File: src/rtl/qspi_flash_read_engine_if.sv
// Request port of the QSPI flash read engine.
// Requester holds psel until a one-cycle ready pulse comes back.
interface qspi_flash_read_engine_if;
  logic [31:0] s_paddr;
  logic        s_psel;
  logic        s_pwrite;
  logic        s_pready;
  logic [31:0] s_prdata;
  logic        s_pslverr;

  modport master (
    output s_paddr, s_psel, s_pwrite,
    input  s_pready, s_prdata, s_pslverr
  );

  modport slave (
    input  s_paddr, s_psel, s_pwrite,
    output s_pready, s_prdata, s_pslverr
  );
endinterface

File: src/rtl/qspi_flash_read_engine.sv
// Quad Output Fast Read engine: one 32-bit little-endian word per request.
// Command and address go out on IO0; data returns as nibbles on IO[3:0].
module qspi_flash_read_engine #(
  parameter int         CLK_DIV    = 2,
  parameter logic [7:0] READ_CMD   = 8'h6B,
  parameter int         DUMMY_CLKS = 8,
  parameter int         CS_HOLD    = 2
) (
  input  logic       clk,
  input  logic       rst,
  qspi_flash_read_engine_if.slave bus,
  input  logic [3:0] qspi_io_i,
  output logic [3:0] qspi_io_o,
  output logic [3:0] qspi_io_t,
  output logic       qspi_ck_o,
  output logic       qspi_cs_o
);

  typedef enum logic [2:0] {
    IDLE, CS_SETUP, CMD, ADDR,
    DUMMY, DATA, FINISH, CS_GAP
  } state_t;

  localparam logic [7:0] DIV_LAST = 8'(CLK_DIV - 1);
  localparam logic [7:0] DUM_LAST = 8'(DUMMY_CLKS - 1);
  localparam logic [7:0] GAP_LAST = 8'(CS_HOLD - 2);

  state_t      state_q, state_d, sck_nxt;
  logic [7:0]  div_q, div_d;
  logic [7:0]  bit_q, bit_d, bit_last;
  logic [7:0]  gap_q, gap_d;
  logic        ph_q, ph_d;
  logic [31:0] tx_q, tx_d;
  logic [31:0] rx_q, rx_d;
  logic        armed_q;
  logic        acc, wr_acc, rd_acc;
  logic        sck_st, div_end, rise, fall, drv;
  logic        unused_hi;

  assign unused_hi = ^bus.s_paddr[31:22];

  assign acc    = (state_q == IDLE) &&
                  bus.s_psel && armed_q;
  assign wr_acc = acc && bus.s_pwrite;
  assign rd_acc = acc && !bus.s_pwrite;

  assign sck_st  = state_q inside
                   {CMD, ADDR, DUMMY, DATA};
  assign div_end = (div_q == DIV_LAST);
  assign rise    = sck_st && div_end && !ph_q;
  assign fall    = sck_st && div_end && ph_q;

  always_comb begin
    bit_last = 8'd7;
    sck_nxt  = FINISH;
    unique case (state_q)
      CMD: begin
        bit_last = 8'd7;
        sck_nxt  = ADDR;
      end
      ADDR: begin
        bit_last = 8'd23;
        sck_nxt  = (DUMMY_CLKS == 0) ? DATA : DUMMY;
      end
      DUMMY: begin
        bit_last = DUM_LAST;
        sck_nxt  = DATA;
      end
      default: begin
        bit_last = 8'd7;
        sck_nxt  = FINISH;
      end
    endcase
  end

  always_comb begin
    state_d = state_q;
    div_d   = div_q;
    ph_d    = ph_q;
    bit_d   = bit_q;
    gap_d   = gap_q;
    tx_d    = tx_q;
    rx_d    = rx_q;
    unique case (state_q)
      IDLE: begin
        if (rd_acc) begin
          state_d = CS_SETUP;
          div_d   = '0;
          tx_d    = {READ_CMD,
                     bus.s_paddr[21:0], 2'b00};
        end
      end
      CS_SETUP: begin
        if (div_end) begin
          state_d = CMD;
          div_d   = '0;
          ph_d    = 1'b0;
          bit_d   = '0;
        end else begin
          div_d = div_q + 8'd1;
        end
      end
      CMD, ADDR, DUMMY, DATA: begin
        div_d = div_end ? '0 : div_q + 8'd1;
        if (div_end) ph_d = ~ph_q;
        if (rise && state_q == DATA)
          rx_d = {rx_q[27:0], qspi_io_i};
        // drive values only move at the end of a high phase
        if (fall) begin
          tx_d  = {tx_q[30:0], 1'b0};
          bit_d = bit_q + 8'd1;
        end
        if (fall && bit_q == bit_last) begin
          bit_d   = '0;
          state_d = sck_nxt;
        end
      end
      FINISH: begin
        gap_d   = '0;
        state_d = (CS_HOLD > 1) ? CS_GAP : IDLE;
      end
      CS_GAP: begin
        if (gap_q == GAP_LAST) state_d = IDLE;
        else gap_d = gap_q + 8'd1;
      end
      default: state_d = IDLE;
    endcase
  end

  always_ff @(posedge clk) begin
    if (!rst) begin
      state_q       <= IDLE;
      div_q         <= '0;
      ph_q          <= 1'b0;
      bit_q         <= '0;
      gap_q         <= '0;
      tx_q          <= '0;
      rx_q          <= '0;
      armed_q       <= 1'b1;
      bus.s_pready  <= 1'b0;
      bus.s_pslverr <= 1'b0;
      bus.s_prdata  <= '0;
    end else begin
      state_q <= state_d;
      div_q   <= div_d;
      ph_q    <= ph_d;
      bit_q   <= bit_d;
      gap_q   <= gap_d;
      tx_q    <= tx_d;
      rx_q    <= rx_d;
      if (acc) armed_q <= 1'b0;
      else if (!bus.s_psel) armed_q <= 1'b1;
      bus.s_pready  <= wr_acc ||
                       (state_d == FINISH);
      bus.s_pslverr <= wr_acc;
      // first nibble received is the high half of byte 0
      if (state_d == FINISH)
        bus.s_prdata <= {rx_q[7:0], rx_q[15:8],
                         rx_q[23:16], rx_q[31:24]};
    end
  end

  assign drv = state_q inside
               {CS_SETUP, CMD, ADDR};

  assign qspi_cs_o = !(state_q inside
                     {CS_SETUP, CMD, ADDR, DUMMY, DATA});
  assign qspi_ck_o = sck_st && ph_q;
  assign qspi_io_t = drv ? 4'b0010 : 4'hF;
  assign qspi_io_o = drv ? {3'b110, tx_q[31]}
                         : 4'h0;

endmodule
File: src/flat_wrapper.sv
// flat-port wrapper written by rule: the top's interface ports become plain ports
module qspi_flash_read_engine_flat 
#(
  parameter int         CLK_DIV    = 2,
  parameter logic [7:0] READ_CMD   = 8'h6B,
  parameter int         DUMMY_CLKS = 8,
  parameter int         CS_HOLD    = 2
)
  (clk, rst, qspi_io_i, qspi_io_o, qspi_io_t, qspi_ck_o, qspi_cs_o, bus_s_paddr, bus_s_psel, bus_s_pwrite, bus_s_pready, bus_s_prdata, bus_s_pslverr);
  qspi_flash_read_engine_if bus_i ();
  input  logic clk;
  input  logic rst;
  input  logic [3:0] qspi_io_i;
  output logic [3:0] qspi_io_o;
  output logic [3:0] qspi_io_t;
  output logic qspi_ck_o;
  output logic qspi_cs_o;
  input wire logic [$bits(bus_i.s_paddr)-1:0] bus_s_paddr;
  input wire logic [$bits(bus_i.s_psel)-1:0] bus_s_psel;
  input wire logic [$bits(bus_i.s_pwrite)-1:0] bus_s_pwrite;
  output wire logic [$bits(bus_i.s_pready)-1:0] bus_s_pready;
  output wire logic [$bits(bus_i.s_prdata)-1:0] bus_s_prdata;
  output wire logic [$bits(bus_i.s_pslverr)-1:0] bus_s_pslverr;
  assign bus_i.s_paddr = bus_s_paddr;
  assign bus_i.s_psel = bus_s_psel;
  assign bus_i.s_pwrite = bus_s_pwrite;
  assign bus_s_pready = bus_i.s_pready;
  assign bus_s_prdata = bus_i.s_prdata;
  assign bus_s_pslverr = bus_i.s_pslverr;
  qspi_flash_read_engine #(.CLK_DIV(CLK_DIV), .READ_CMD(READ_CMD), .DUMMY_CLKS(DUMMY_CLKS), .CS_HOLD(CS_HOLD)) u_core (.clk(clk), .rst(rst), .bus(bus_i), .qspi_io_i(qspi_io_i), .qspi_io_o(qspi_io_o), .qspi_io_t(qspi_io_t), .qspi_ck_o(qspi_ck_o), .qspi_cs_o(qspi_cs_o));
endmodule
File: config.mk
export PLATFORM = sky130hd
export DESIGN_NAME = qspi_flash_read_engine_flat
export DESIGN_NICKNAME = d
export VERILOG_FILES = /design/src/rtl/qspi_flash_read_engine_if.sv /design/src/rtl/qspi_flash_read_engine.sv /design/src/flat_wrapper.sv
export SDC_FILE = /design/constraint.sdc
export NUM_CORES = 1
export LEC_CHECK = 0
export BUFFER_PORTS_ARGS = -buffer_cell sky130_fd_sc_hd__buf_2
export CAP_MARGIN = 30
export CORE_UTILIZATION = 60
export DETAILED_ROUTE_END_ITERATION = 10
export PLACE_DENSITY = 0.84
export SYNTH_ARGS = -nofsm -noshare
export SYNTH_HDL_FRONTEND = slang
export SYNTH_SLANG_ARGS = --single-unit
File: constraint.sdc
create_clock -name clk -period 7.4 [get_ports clk]
set_clock_uncertainty 0.05 [all_clocks]
set_input_delay 0.37 -clock clk [delete_from_list [all_inputs] [get_ports clk]]
set_output_delay 0.37 -clock clk [all_outputs]
set_load 0.1 [all_outputs]
==> results_dict.tcl <==
set metrics [dict create \
    clock.fmax_mhz 342 \
    hold_class "in -> reg" \
    synth_seq_cells 125 \
    syn_nets 696 \
    synth_seq_area_share_pct 48.6 \
    mostFrequentLayoutCell "sky130_fd_sc_hd__nand2_1" \
    most_frequent_cells_in_the_layout "191 x sky130_fd_sc_hd__nand2_1, 125 x sky130_fd_sc_hd__dfxtp_1, 75 x sky130_fd_sc_hd__a21oi_1" \
    post_route_cells_drive_above_1_share_pct 16.1 \
    ctsLongestPathBuffers 2 \
    timing_worst_setup_path_type "reg -> reg" \
    nNetsFinal 744 \
    synth-edff-count 0 \
    via_per_inst 5.64 \
    max_slew.worst_pin.slew_ns 0.983 \
    number_of_antenna_violations_at_the_first_check_in_global_routing 0 \
    relSlewSlack_pct 34.5 \
    chipWidth_microns 94.6 \
    total_power_mw 1.63 \
    avg_cell_area_syn_sq_um 7.90 \
    global_route.usage.total_pct 26.3 \
    setup_crit_end_kind "flip-flop" \
    maxCapViolations 0 \
    rsz_0062_raised_after_global_routing "no" \
    maximum_number_of_pins_on_one_net_before_global_route_repair 100 \
    worstRegToRegCells 6 \
    worstSetupStartpointType "flip-flop" \
    min_period_ns 2.92 \
    netSwitchingFraction_pct 22.3 \
    levels_on_crit_path 6 \
    numCtsBuffers 17 \
    drt_pre_antenna_iters 5 \
    worstPathCellList "ha_1 > or4b_1 > or4_1 > or4_4 > nand2_1 > a21oi_1" \
    area_delta_synth_final_pct 18.6 \
    global_route_wire_length_before_repair_microns 18400 \
    power_density_mw_per_mm2 267 \
    timing_max_transition_violations_final 0 \
    place_congestion 0.919 \
    hpwlAfterDp_microns 6870 \
    finalSetupTns_ns 0 \
    comb_power_share_pct 6.3 \
    critical_path.n_buffers_inverters 0 \
    cts.hold.buffers_added 0 \
    clock_tree_root_driver_cell "sky130_fd_sc_hd__clkbuf_8" \
    io_buffer_count 71 \
    design.portCount 84 \
    clock_power_share_pct 50.9 \
    vias_in_the_first_global_route 4142 \
    cts_num_sinks 125 \
    cp_top_family "simple AND/OR/NAND/NOR gates" \
    cts_tree "built" \
    intPower_mw 1.27 \
    worst-path-max-fanout 32 \
    yosysUniqueCellTypes 45 \
    final_wirelength_microns 11100 \
    irDropWorstVdd_mv 0.193 \
    run_status "complete, no violations" \
    p_leak_nw 2.29 \
    drcViolationCount 0 \
    antenna-diode-count 0 \
    crit_path_max_incr_delay_ns 0.75 \
    worstPathRequired_ns 7.69 \
    worst_ep_arrival_time_ns 3.21 \
    post_cts_resized 0 \
    gr-total-overflow 0 \
    synth_cells 651 \
    routed_len_inst_microns 13.7 \
    antenna_violating_nets_post_route 0 \
    yosys_most_used_dff "sky130_fd_sc_hd__dfxtp_1" \
    seq_power_share_pct 42.8 \
    first_iter_violations 294 \
    report.final.hold_viol_count 0 \
    mappedNetlistArea_sq_mm 0.00514 \
    min_path_cells 2 \
    post_cts_buffers 0 \
    die_area_sq_mm 0.00895 \
    initial_core_util_pct 62.3 \
    dieHeight_microns 94.6 \
    yosys_warnings 0 \
    worst_path_max_delay_cell "sky130_fd_sc_hd__or4_4" \
    synthArstFlopShare_pct 0 \
    final.period_utilization_pct 39.5 \
    clk_pin_slew_worst_paths_ns 0.06 \
    rows 33 \
    cts-htree-levels 4 \
    switching_power_uw 364 \
    clk-insertion-delay-late_ns 0.51 \
    route.vias.total 4593 \
    placeableCoreArea_sq_mm 0.00826 \
    setup_violations 0 \
]
==> worst register-to-register path, delay by kind of cell, from the launching register on <==
family                     cells  cell delay, ns
and+or+nand+nor                4            2.01
adders and majority gates      1            0.17
DFF                            1            0.43
AOI/OAI and AO/OA              1            0.09
==> kinds of logic after synthesis <==
kind of cell             share of synthesized area, %
AND/OR/NAND/NOR                                  26.6
flip-flops                                       48.6
AO/OA/AOI/OAI                                    14.3
buffers and inverters                            5.45
XOR/XNOR                                         3.40
adder cells (fa/ha/maj)                          1.22
other                                           0.146
multiplexers                                    0.195
==> layout make-up <==
| type | instances | area, sq um |
|---|---|---|
| fill | 615 | 2160 |
| clock inverter | 6 | 109 |
| inverter | 8 | 30.0 |
| timing repair buffer | 79 | 455 |
| sequential | 125 | 2500 |
| tap | 105 | 131 |
| clock buffer | 23 | 487 |
| multi-input combinational | 468 | 2390 |
==> sequential cells by signal, indices dropped and copies added (netlist names) <==
name                  flops
u_core.bus.s_prdata      32
u_core.rx_q              32
u_core.tx_q              30
u_core.bit_q              8
u_core.div_q              8
u_core.gap_q              8
u_core.state_q            3
u_core.armed_q            1
u_core.bus.s_pready       1
u_core.bus.s_pslverr      1
u_core.ph_q               1
==> path summary, 6_finish.rpt <==
kind | to | from | slack, ns
worst min-delay path | u_core.armed_q$_SDFFE_PN1P_ | bus_s_psel | 0.02
worst max-delay path | u_core.rx_q[5]$_SDFFE_PN0P_ | u_core.div_q[0]$_SDFFE_PN0P_ | 4.48
worst max register to register | u_core.rx_q[5]$_SDFFE_PN0P_ | u_core.div_q[0]$_SDFFE_PN0P_ | 4.48
worst min register to register | u_core.bus.s_prdata[25]$_SDFFE_PN0N_ | u_core.bus.s_prdata[25]$_SDFFE_PN0N_ | 0.40
==> synthesized netlist by cell type (4+ instances only) <==
library cell / instances / area, sq um
sky130_fd_sc_hd__nand2_1: 191 / 717
sky130_fd_sc_hd__dfxtp_1: 125 / 2500
sky130_fd_sc_hd__a21oi_1: 75 / 375
sky130_fd_sc_hd__nor2_1: 55 / 206
sky130_fd_sc_hd__clkbuf_1: 31 / 116
sky130_fd_sc_hd__nor3_1: 25 / 125
sky130_fd_sc_hd__a311oi_1: 22 / 193
sky130_fd_sc_hd__nand3_1: 14 / 70.1
sky130_fd_sc_hd__xor2_1: 11 / 96.3
sky130_fd_sc_hd__xnor2_1: 9 / 78.8
sky130_fd_sc_hd__buf_2: 8 / 40.0
sky130_fd_sc_hd__inv_1: 8 / 30.0
sky130_fd_sc_hd__nand4_1: 8 / 50.1
sky130_fd_sc_hd__buf_4: 6 / 45.0
sky130_fd_sc_hd__ha_1: 5 / 62.6
sky130_fd_sc_hd__o21ai_0: 5 / 25.0
sky130_fd_sc_hd__a31oi_1: 4 / 25.0
sky130_fd_sc_hd__and2_1: 4 / 25.0
sky130_fd_sc_hd__buf_6: 4 / 45.0
sky130_fd_sc_hd__o21a_1: 4 / 30.0
==> metal layers <==
layer | up-vias | part of all wire, % | global-route usage (%)
met4 | 0 | 1.7 | 11.0
met3 | 25 | 4.5 | 6.68
li1 | 2291 | - | -
met1 | 2142 | 43 | 32.0
met5 | - | 0 | 0
met2 | 135 | 51 | 44.0
==> power by group through the flow <==
stage / Combinational (mW) / Clock [mW] / Sequential, mW
after floorplan: 0.0828 / 0 / 0.711
after global placement: 0.100 / 0 / 0.710
after detailed placement: 0.102 / 0 / 0.711
after CTS: 0.103 / 0.841 / 0.697
after global routing: 0.112 / 0.874 / 0.698
final: 0.103 / 0.829 / 0.697
==> stage by stage <==
step	worst slack, ns	cell area (sq um)	instances	utilization (%)	hold WS [ns]
floorplan	4.73	5140	651	-	0.377
global placement	4.50	5450	783	66.0	0.389
detailed placement	4.50	5510	785	66.7	0.393
CTS	4.47	6100	814	73.9	0.00725
global route	4.34	6100	814	73.9	0.0122
finish	4.48	6100	814	73.9	0.0185
No activity file was read; power rests on OpenSTA's default activity.
